$ cat src/rtl/demux2_stream.sv
// -----------------------------------------------------------------------------
// demux2_stream
//   Registered 1-to-2 demultiplexer for operand words. It steers each word of a
//   single valid/ready stream into one of two holding registers that feed the
//   operand buffers of the multiply core. It is the inverse of the 2-input
//   operand mux.
//
//   There are two routing modes:
//     mode = 0 : manual routing, where sel picks the destination of each word.
//     mode = 1 : auto routing, where bursts of BURST_LEN words alternate
//                between out1 and out2.
//
// State table (auto FSM)
//   state | meaning
//   A1    | auto target is out1
//   A2    | auto target is out2
//
// Ports
//   clk, rst_n                  clock, async active-low reset
//   in_data/in_valid/in_ready   upstream stream
//   mode, sel                   routing controls
//   out1_data/valid/ready       destination 1 stream
//   out2_data/valid/ready       destination 2 stream
//   cur_dest                    destination of the next accepted word
//   burst_cnt                   words accepted in the current auto burst
// -----------------------------------------------------------------------------
module demux2_stream #(
    parameter int DATA_W    = 16,
    parameter int BURST_LEN = 4
) (
    input  logic              clk,
    input  logic              rst_n,
    input  logic [DATA_W-1:0] in_data,
    input  logic              in_valid,
    output logic              in_ready,
    input  logic              mode,
    input  logic              sel,
    output logic [DATA_W-1:0] out1_data,
    output logic              out1_valid,
    input  logic              out1_ready,
    output logic [DATA_W-1:0] out2_data,
    output logic              out2_valid,
    input  logic              out2_ready,
    output logic              cur_dest,
    output logic [7:0]        burst_cnt
);

    typedef enum logic {
        ST_A1 = 1'b0,
        ST_A2 = 1'b1
    } state_t;

    localparam logic [7:0] LP_LAST = 8'(BURST_LEN - 1);

    state_t            r_state;
    logic [7:0]        r_cnt;
    logic              r_mode_q;
    logic [DATA_W-1:0] r_out1_data;
    logic [DATA_W-1:0] r_out2_data;
    logic              r_out1_valid;
    logic              r_out2_valid;

    logic              w_free1;
    logic              w_free2;
    logic              w_target;
    logic              w_xfer;
    logic              w_load1;
    logic              w_load2;
    logic [7:0]        w_cnt_eff;

    // A holding register is free when it is empty, or when it drains in the
    // same cycle that it would load.
    assign w_free1  = !r_out1_valid || out1_ready;
    assign w_free2  = !r_out2_valid || out2_ready;
    assign w_target = mode ? r_state : sel;

    assign in_ready = rst_n && (w_target ? w_free2 : w_free1);
    assign w_xfer   = in_valid && in_ready;
    assign w_load1  = w_xfer && !w_target;
    assign w_load2  = w_xfer &&  w_target;

    // The count register holds its value while in manual mode. It reads as 0
    // in manual mode and on the first auto cycle after a manual stretch, so
    // every burst restarts from 0 when auto mode is re-entered.
    assign w_cnt_eff = (mode && r_mode_q) ? r_cnt : 8'd0;

    assign cur_dest  = rst_n && w_target;
    assign burst_cnt = w_cnt_eff;

    assign out1_data  = r_out1_data;
    assign out1_valid = r_out1_valid;
    assign out2_data  = r_out2_data;
    assign out2_valid = r_out2_valid;

    always_ff @(posedge clk or negedge rst_n) begin
        if (!rst_n) begin
            r_state      <= ST_A1;
            r_cnt        <= 8'd0;
            r_mode_q     <= 1'b0;
            r_out1_data  <= '0;
            r_out2_data  <= '0;
            r_out1_valid <= 1'b0;
            r_out2_valid <= 1'b0;
        end else begin
            r_mode_q <= mode;

            if (w_load1) begin
                r_out1_data  <= in_data;
                r_out1_valid <= 1'b1;
            end else if (r_out1_valid && out1_ready) begin
                r_out1_valid <= 1'b0;
            end

            if (w_load2) begin
                r_out2_data  <= in_data;
                r_out2_valid <= 1'b1;
            end else if (r_out2_valid && out2_ready) begin
                r_out2_valid <= 1'b0;
            end

            if (mode) begin
                if (w_xfer) begin
                    if (w_cnt_eff == LP_LAST) begin
                        r_cnt   <= 8'd0;
                        r_state <= (r_state == ST_A1) ? ST_A2 : ST_A1;
                    end else begin
                        r_cnt <= w_cnt_eff + 8'd1;
                    end
                end else begin
                    r_cnt <= w_cnt_eff;
                end
            end
        end
    end

endmodule

$ cat config.mk
export PLATFORM = sky130hd
export DESIGN_NAME = demux2_stream
export DESIGN_NICKNAME = d
export VERILOG_FILES = /design/src/rtl/demux2_stream.sv
export SDC_FILE = /design/constraint.sdc
export NUM_CORES = 1
export LEC_CHECK = 0
export ABC_AREA = 1
export ABC_CLOCK_PERIOD_IN_PS = 5000
export BUFFER_PORTS_ARGS = -buffer_cell sky130_fd_sc_hd__buf_4
export CORE_ASPECT_RATIO = 0.5
export CORE_UTILIZATION = 44
export DETAILED_ROUTE_END_ITERATION = 16
export HOLD_SLACK_MARGIN = 0.03
export PLACE_DENSITY = 0.69
export REMOVE_ABC_BUFFERS = 1
export SLEW_MARGIN = 10
export SYNTH_ARGS = -nofsm -noshare
export SYNTH_HDL_FRONTEND = slang
export SYNTH_SLANG_ARGS = --single-unit
$ cat constraint.sdc
create_clock -name clk -period 5 [get_ports clk]
set_clock_uncertainty 0.1 [all_clocks]
set_input_delay 0.75 -clock clk [delete_from_list [all_inputs] [get_ports clk]]
set_output_delay 0.75 -clock clk [all_outputs]
set_load 0.01 [all_outputs]
==> flow_summary.toml, run 1 <==
[cells_and_area]
layout-drive-gt1-share_pct = 38.0
layout-area-overhead-vs-synth_pct = 28.3
final_common_cell = "nand2_1"
nets = 331
final_cell_mix = "nand2_1, buf_4, dfrtp_1"
antenna_cells = 0

[worst_setup_path]
end_kind = "primary output"
path_max_fanout = 12
rrSetupSlack_ps = 3010
cp.arrival_ps = 1860
reg2reg_depth = 9
cp.required_ps = 4150
start_kind = "input port"
r2r_start = "r_mode_q$_DFF_PN0_"
setup.worst_path.class = "in -> out"
rr_endpoint = "r_cnt[6]$_DFFE_PN0P_"

[synth]
ys_seq_area_share_pct = 50.7
syn_area_mm2 = 0.00217
synth_cell_type_count = 24
syn_avg_cell_area_um2 = 8.97
ys_warn_count = 0
ys_async_sr_fraction_pct = 100
syn_inst = 242
yosys_register_bits = 44
synthFlopType = "dfrtp_1"
synth_edf_count = 0

[die]
rows = 17
die_w_um = 101
core-area_mm2 = 0.00457
die_area_mm2 = 0.00523
boundaryPins = 67
initial_core_util_pct = 47.4
fp.dieH_um = 51.7

[pwr]
p_clk_share_pct = 28.9
ir_drop_mv = 0.169
powerDensity_mw_per_mm2 = 345
p_int_uw = 682
p_sw_share_pct = 29.1
power_uw = 961
pwr-share-comb_pct = 24.9
p_seq_share_pct = 46.1
p_switching_uw = 279
leakagePower_uw = 0.00151

[clocking]
clkSinkCount = 44
tritoncts = "built"
insertion_delay_ps = 300
cts_max_level = 2
cts_root_buf = "clkbuf_8"
clk_path_buf_depth = 2
holdBufCountCts = 0
post_cts_resized = 0
cts_setup_buffers = 0
clk_pin_slew_ps = 90
numCtsBuffers = 5

[route]
route.detailed.drc = 0
wl_per_cell_um = 11.4
vias = 1728
drt-initial-drc-count = 77
drt_wl_total_mm = 4.28
ant_nets = 0
vias_per_cell = 4.62
drt_first_pass_iters = 4

[sta]
setup_viol = 0
min_period_ps = 2710
hold_violations = 0
tightest_slew_ps = 602
relSlewSlack_pct = 59.9
period_share_pct = 54.1
rsz0062_at_grt = "false"
fmaxAchievable_mhz = 369
slew_violations = 0
tns_ps = 0

[flow_run]
cap_violations = 0

[grt]
grtUsageTotal_pct = 18.2
grt_pass1_wl_mm = 7.27
grt_max_degree = 49
grt-ovfl-total = 0
use_met3_pct = 4.44
met1_usage_pct = 22.0
grt_util_met2_pct = 33.0
grt_pass1_vias = 1615
antenna_found_initial = 0
grt.busiest_layer = "met2"

[status]
status = "completed"

[worst_hold_path]
hp-class = "in -> async"

[placed_design]
gp_congestion = 0.833
numPortBuffers = 66
dp_hpwl_mm = 2.99
==> registers in the layout, indices dropped and copies added (netlist names) <==
name and count:
out2_valid 1, r_state 1, r_cnt 8, r_mode_q 1, out2_data 16, out1_data 16, out1_valid 1
==> final cells by class <==
cell class | instances | area [um^2]
multi-input cells | 153 | 846
well taps | 66 | 82.6
clock buffers | 5 | 68.8
flip-flops and latches | 44 | 1100
clock inverters | 3 | 46.3
inverters | 37 | 144
fillers | 414 | 1790
repair buffers | 66 | 495
==> cells in the mapped netlist, types with 2 or more instances <==
| master | count | area, um^2 |
|---|---|---|
| o21ai_2 | 32 | 280 |
| xor2_1 | 2 | 17.5 |
| nand3_1 | 15 | 75.1 |
| nor2_1 | 12 | 45.0 |
| nand4_1 | 2 | 12.5 |
| inv_1 | 36 | 135 |
| nand2_1 | 73 | 274 |
| dfrtp_1 | 44 | 1100 |
| nand2_4 | 2 | 22.5 |
| nand2_2 | 5 | 31.3 |
| buf_6 | 6 | 67.6 |
==> worst max-delay path by stage <==
stage	startpoint	endpoint	slack (ps)
after floorplan	mode	in_ready	2700
after global routing	mode	in_ready	2190
final	mode	in_ready	2290
after CTS	mode	in_ready	2280
after global placement	mode	in_ready	2340
after detailed placement	mode	out1_data[9]$_DFFE_PN0P_	2260
==> worst max-delay path, stage by stage <==
cell	delay (ps)
buf_4	140
inv_1	280
nand2_1	140
nand2_2	130
nand2_1	70
nand2_2	100
nand2_1	60
inv_1	70
buf_4	110
==> power groups by stage <==
stage,registers [uW],logic [uW],clock network [uW]
global route,452,263,307
floorplan,474,92.1,0
finish,443,240,278
detailed placement,450,244,0
global placement,450,238,0
CTS,444,244,289
==> per-layer routing <==
metal,share of wire [%],vias to the layer above
met5,0,-
met4,1.1,0
met3,3.6,7
met2,50,33
met1,45,802
li1,-,886
==> cells by family after synthesis <==
| group | count (synthesis) | synth area share, % |
|---|---|---|
| simple gates | 113 | 23.1 |
| buf+inv | 45 | 10.3 |
| flops | 44 | 50.7 |
| compound gates | 36 | 14.1 |
| xor+xnor | 3 | 1.21 |
| fa+ha+maj | 1 | 0.577 |
==> per-stage QoR <==
step / cells / setup slack, ps / cell area, um^2 / util [%] / hold slack (ps)
detailed placement: 366 / 2260 / 2670 / 58.4 / 365
global route: 374 / 2190 / 2780 / 60.9 / 382
CTS: 374 / 2280 / 2780 / 60.9 / 367
finish: 374 / 2290 / 2780 / 60.9 / 355
floorplan: 234 / 2700 / 2090 / - / 349
global placement: 366 / 2340 / 2670 / 58.4 / 368
No activity file was read; power rests on OpenSTA's default activity.
==> inputs of run 2 (changes only) <==
- ABC_CLOCK_PERIOD_IN_PS: 5000 -> 2800
- clock period: 5 -> 2.8 ns (I/O delays scaled with it)
==> run 2 against run 1 <==
Count of clock-buffer cells in the layout unchanged. Power up 80%. Largest power group unchanged. Critical path type is now in -> reg. Critical endpoint is now out2_data[11]$_DFFE_PN0P_. Sequential power up 80%. First-iteration DRC count down 13%. Combinational power up 80%. Sequential cell count unchanged. Worst hold slack worse by 170 ps. Register-to-register slack worse by 2100 ps.
==> flow_summary.toml, run 2 (synthesized netlist as in run 1, its figures left out) <==
[status]
status = "completed"

[worst_setup_path]
cp_slowest_cell = "inv_1"
start_kind = "input port"
setup.worst_path.class = "in -> reg"
end_kind = "flop"
cp.arrival_ps = 2130
crit_top_cell = "nand2_1"
path_max_fanout = 33
crit_buf_inv = 3
max_stage_delay_ps = 270
path_cells = "buf_4 > inv_1 > nand2_1 > nand2_2 > nand2_1 > nand2_2 > nand3_4 > inv_6 > nand2_4 > nand2_1 > o21ai_2"
rrSetupSlack_ps = 880
cp.required_ps = 2870
cp_top_family = "simple AND/OR/NAND/NOR gates"

[sta]
setup_viol = 0
tns_ps = 0
min_period_ps = 2060
relSlewSlack_pct = 68.8
period_share_pct = 73.6
hold-worst-slack_ps = 187
slew_violations = 0
rsz0062_at_grt = "false"
fmaxAchievable_mhz = 485
tightest_slew_ps = 467
hold_violations = 0

[cells_and_area]
layout-area-overhead-vs-synth_pct = 29.1
fillers = 414
layout-drive-gt1-share_pct = 38.1
final_common_cell = "nand2_1"
final_cell_mix = "nand2_1, buf_4, dfrtp_1"
antenna_cells = 0
nets = 333

[grt]
grt_pass1_wl_mm = 7.49
grt_max_degree = 34
grt_pass1_vias = 1616
grt-ovfl-total = 0
grtUsageTotal_pct = 18.8
antenna_found_initial = 0

[clocking]
clk_pin_slew_ps = 90
cts_max_level = 2
cts_root_buf = "clkbuf_8"
insertion_delay_ps = 290
clkSinkCount = 44
numCtsBuffers = 5
cts_setup_buffers = 0
tritoncts = "built"
clk_path_buf_depth = 2
post_cts_resized = 0

[pwr]
leakagePower_uw = 0.00152
powerDensity_mw_per_mm2 = 616
ir_drop_mv = 0.292

[placed_design]
dp_hpwl_mm = 3.36
gp_congestion = 0.846
numPortBuffers = 66

[die]
core-area_mm2 = 0.00457
die_w_um = 101
fp.dieH_um = 51.7
boundaryPins = 67
initial_core_util_pct = 47.4
rows = 17
die_area_mm2 = 0.00523

[route]
vias_per_cell = 4.67
drt-initial-drc-count = 67
met3_length_um = 147
route.detailed.drc = 0
wl_per_cell_um = 12.4
drt_first_pass_iters = 4
dr_wl_met2_mm = 2.46
vias = 1756
top_layer_used = "met4"
drt-met1-wl_mm = 2.02
ant_nets = 0
drt_wl_total_mm = 4.65

[worst_hold_path]
hp-class = "in -> reg"

[flow_run]
cap_violations = 0
## run 2: changes by cell type in the layout (fill, tap and decap cells not counted), sizes merged
cell,before,now
dlygate4sd3,0,1
buf,66,67
## run 2: report_power, final
group          switching, uW  total [uW]  internal, uW
logic                    216         431           215
clock network            228         497           269
registers               62.3         797           735
## run 2: worst register-to-register path: stages, from the launching register on
cell     delay [ps]
dfrtp_1         390
nand2_1         170
nor2_2          260
ha_1            270
nand2_1          70
nor2_1          170
nand3_1         110
xor2_1          160
nand2_1          60
nand3_1          60
## run 2: cell type report
cell class / instances / area [um^2] / area share [%]
Sequential cell: 44 / 1100 / 39.3
Clock buffer: 5 / 68.8 / 2.46
Tap cell: 66 / 82.6 / 2.95
Timing Repair Buffer: 68 / 513 / 18.3
Clock inverter: 3 / 46.3 / 1.65
Multi-Input combinational cell: 153 / 846 / 30.2
Inverter: 37 / 144 / 5.14
## run 2: final timing paths
check,from,end,cells after the start
setup / recovery,mode,out2_data[11]$_DFFE_PN0P_,11
hold / removal,mode,r_mode_q$_DFF_PN0_,1
setup reg to reg,r_mode_q$_DFF_PN0_,r_cnt[6]$_DFFE_PN0P_,9
hold reg to reg,r_cnt[0]$_DFFE_PN0P_,r_cnt[0]$_DFFE_PN0P_,2
max in group asynchronous,rst_n,out1_data[13]$_DFFE_PN0P_,3
min in group asynchronous,rst_n,out1_valid$_DFFE_PN0P_,2
## run 2: what timing repair did
| action | 4_1_cts | 5_1_grt |
|---|---|---|
| hold endpoints to repair | 11 | 0 |
| hold buffers | 1 | 0 |
| endpoints found under the setup margin | 0 | 0 |
## run 2: metrics by stage
stage | setup slack (ps) | utilization [%] | total power [uW] | cells | instance area, um^2
after floorplan | 933 | - | 1010 | 234 | 2090
after global placement | 526 | 58.5 | 1230 | 367 | 2680
after detailed placement | 400 | 58.5 | 1250 | 367 | 2680
after CTS | 710 | 61.3 | 1750 | 376 | 2800
after global routing | 599 | 61.3 | 1820 | 376 | 2800
final | 739 | 61.3 | 1730 | 376 | 2800
## run 2: per-layer routing
metal,up-vias,global-route usage (%)
li1,883,-
met1,837,23.2
met2,34,34.0
met3,2,4.57
met4,0,3.62
met5,-,0
==> inputs of run 3 (changes only) <==
- ABC_AREA: 1 -> 0
- ABC_CLOCK_PERIOD_IN_PS: 2800 -> 1800
- PLACE_DENSITY: 0.69 -> 0.73
- clock period: 2.8 -> 1.8 ns (I/O delays scaled with it)
==> run 3 against run 2 <==
Sequential power increased by 57%. Count of clock-buffer cells in the layout increased by 1. Global-route usage increased by 2.2 points. Cell count decreased by 21%. Sequential cell count unchanged. Non-clock buffer count increased by 18. Setup slack got worse by 700 ps. Highest routed layer unchanged. The run now ends with DRC left. First-iteration DRC count decreased by 6.0%. Power increased by 58%. Via count decreased by 9.6%.
==> flow_summary.toml, run 3 <==
[die]
initial_core_util_pct = 48.8
core-area_mm2 = 0.00414
die_area_mm2 = 0.00488
rows = 16
die_w_um = 97.8
boundaryPins = 67
fp.dieH_um = 49.9

[grt]
grt_pass1_wl_mm = 7.76
grt_pass1_vias = 1605
antenna_found_initial = 0
grt-ovfl-total = 0
grtUsageTotal_pct = 21.0
grt_max_degree = 30

[worst_setup_path]
setup.worst_path.class = "reg -> reg"
path_max_fanout = 5
cp.required_ps = 1930
end_kind = "flop"
cp.arrival_ps = 1890
start_kind = "flop"

[synth]
synth_xor_area_share_pct = 0.433
synthSimpleGateAreaFrac_pct = 13.7
synth_adder_area_share_pct = 0.619
synth_most_common_cell = "dfrtp_1"
yosys_register_bits = 44
synth_top_area_share_pct = 54.5
syn_area_mm2 = 0.00202
syn_avg_cell_area_um2 = 13.1
synthFlopType = "dfrtp_1"
ys_warn_count = 0
synth_cell_type_count = 48
synthTopCellsByCount = "dfrtp_1, mux2_1, nand2_1"
post-synth-top-area-cell = "dfrtp_1"
ys_async_sr_fraction_pct = 100
synth-compound-area-share_pct = 9.35
synthTopCellsByArea = "dfrtp_1, mux2_1, mux2_2, nand2_1, and3_1"
syn_inst = 154
ys_seq_area_share_pct = 54.5
synth_mux_area_share_pct = 19.0
synth_top_family_by_area = "multiplexers"
synth_edf_count = 0

[placed_design]
dp_hpwl_mm = 3.49
numPortBuffers = 66
dp_cells = 281
gp_congestion = 0.875

[sta]
hold_violations = 0
relSlewSlack_pct = 55.1
rsz0062_at_grt = "true"
hold-worst-slack_ps = 87.6
min_period_ps = 1760
slew_violations = 0
fmaxAchievable_mhz = 569
period_share_pct = 97.6
tightest_slew_ps = 672
setup_viol = 0

[worst_hold_path]
hp-class = "in -> reg"

[route]
vias = 1588
vias_per_cell = 5.35
drt_first_pass_iters = 10
route.detailed.drc = 8
ant_nets = 0
drt_wl_total_mm = 4.81
wl_per_cell_um = 16.2
drt-initial-drc-count = 63

[pwr]
powerDensity_mw_per_mm2 = 959
ir_drop_mv = 0.566
leakagePower_uw = 0.00140

[clocking]
tritoncts = "built"
insertion_delay_ps = 300
numCtsBuffers = 5
cts_max_level = 2
clk_pin_slew_ps = 90
clk_path_buf_depth = 2
clkSinkCount = 44
cts_root_buf = "clkbuf_8"

[cells_and_area]
final_common_cell = "buf_4"
fin_cells = 297
fillers = 323
final_cell_mix = "buf_4, dfrtp_1, mux2_1"
antenna_cells = 0
layout-area-overhead-vs-synth_pct = 41.0
layout-drive-gt1-share_pct = 47.7
nets = 266

[flow_run]
cap_violations = 0

[status]
violations = "DRC"
status = "finished, violations left"
-- run 3: worst paths after layout --
| check | from | end | slack (ps) | cells past startpoint |
|---|---|---|---|---|
| worst max register to register | r_state$_DFFE_PN0P_ | r_cnt[5]$_DFFE_PN0P_ | 40 | 7 |
| max in group asynchronous | rst_n | r_state$_DFFE_PN0P_ | 550 | 3 |
| worst min-delay path | in_data[13] | out2_data[13]$_DFFE_PN0P_ | 90 | 2 |
| worst min register to register | out1_data[14]$_DFFE_PN0P_ | out1_data[14]$_DFFE_PN0P_ | 390 | 1 |
| worst max-delay path | r_state$_DFFE_PN0P_ | r_cnt[5]$_DFFE_PN0P_ | 40 | 7 |
| min in group asynchronous | rst_n | out1_valid$_DFFE_PN0P_ | 270 | 2 |
-- run 3: final cells by class --
| type | instances | area (um^2) | area share [%] |
|---|---|---|---|
| clock buffer | 6 | 82.6 | 2.90 |
| inverter | 4 | 15.0 | 0.527 |
| tap | 54 | 67.6 | 2.37 |
| multi-input combinational | 101 | 885 | 31.0 |
| clock inverter | 2 | 38.8 | 1.36 |
| timing repair buffer | 86 | 658 | 23.1 |
| sequential | 44 | 1100 | 38.7 |
-- run 3: stage by stage --
stage | setup TNS, ps | power, uW | util [%] | worst slack (ps) | cell area (um^2)
detailed placement | 0 | 1940 | 63.7 | 14.0 | 2640
global route | -165 | 2850 | 68.8 | -66.8 | 2850
CTS | 0 | 2750 | 67.5 | 5.50 | 2800
finish | 0 | 2730 | 68.8 | 42.4 | 2850
global placement | 0 | 1910 | 63.7 | 50.2 | 2640
floorplan | 0 | 1530 | - | 42.9 | 1990
-- run 3: cells by family (layout without fill, tap and decap cells) --
kind of cell    after synthesis  in the layout
simple gates                 45             45
flops                        44             44
xor+xnor                      1              1
buf+inv                       9             98
fa+ha+maj                     1              1
mux                          34             34
compound gates               20             20
-- run 3: per-layer routing --
layer	part of all wire [%]	GRT usage, %	wire length (um)
met5	0	0	0
met4	1.9	9.85	91
met3	5.5	5.25	264
met2	49	34.5	2380
met1	43	26.4	2080
-- run 3: report_power, final --
| group | total, uW | switching, uW | internal (uW) |
|---|---|---|---|
| clock network | 802 | 348 | 454 |
| logic | 678 | 297 | 381 |
| registers | 1250 | 95.6 | 1160 |
-- run 3: critical path, cell delays in order (launching register included) --
cell     delay [ps]
dfrtp_1         410
mux2i_4         100
buf_4           160
and4_2          230
buf_4           160
or3_1           340
o311a_1         120
o21ai_1          70
-- run 3: what timing repair did --
action | CTS | global route
setup endpoints to repair | 2 | 15
buffers inserted | 1 | 5
hold buffers | 2 | 0
gates resized for setup | 1 | 5
endpoints found under the hold margin | 44 | 0
pin swaps | 0 | 3
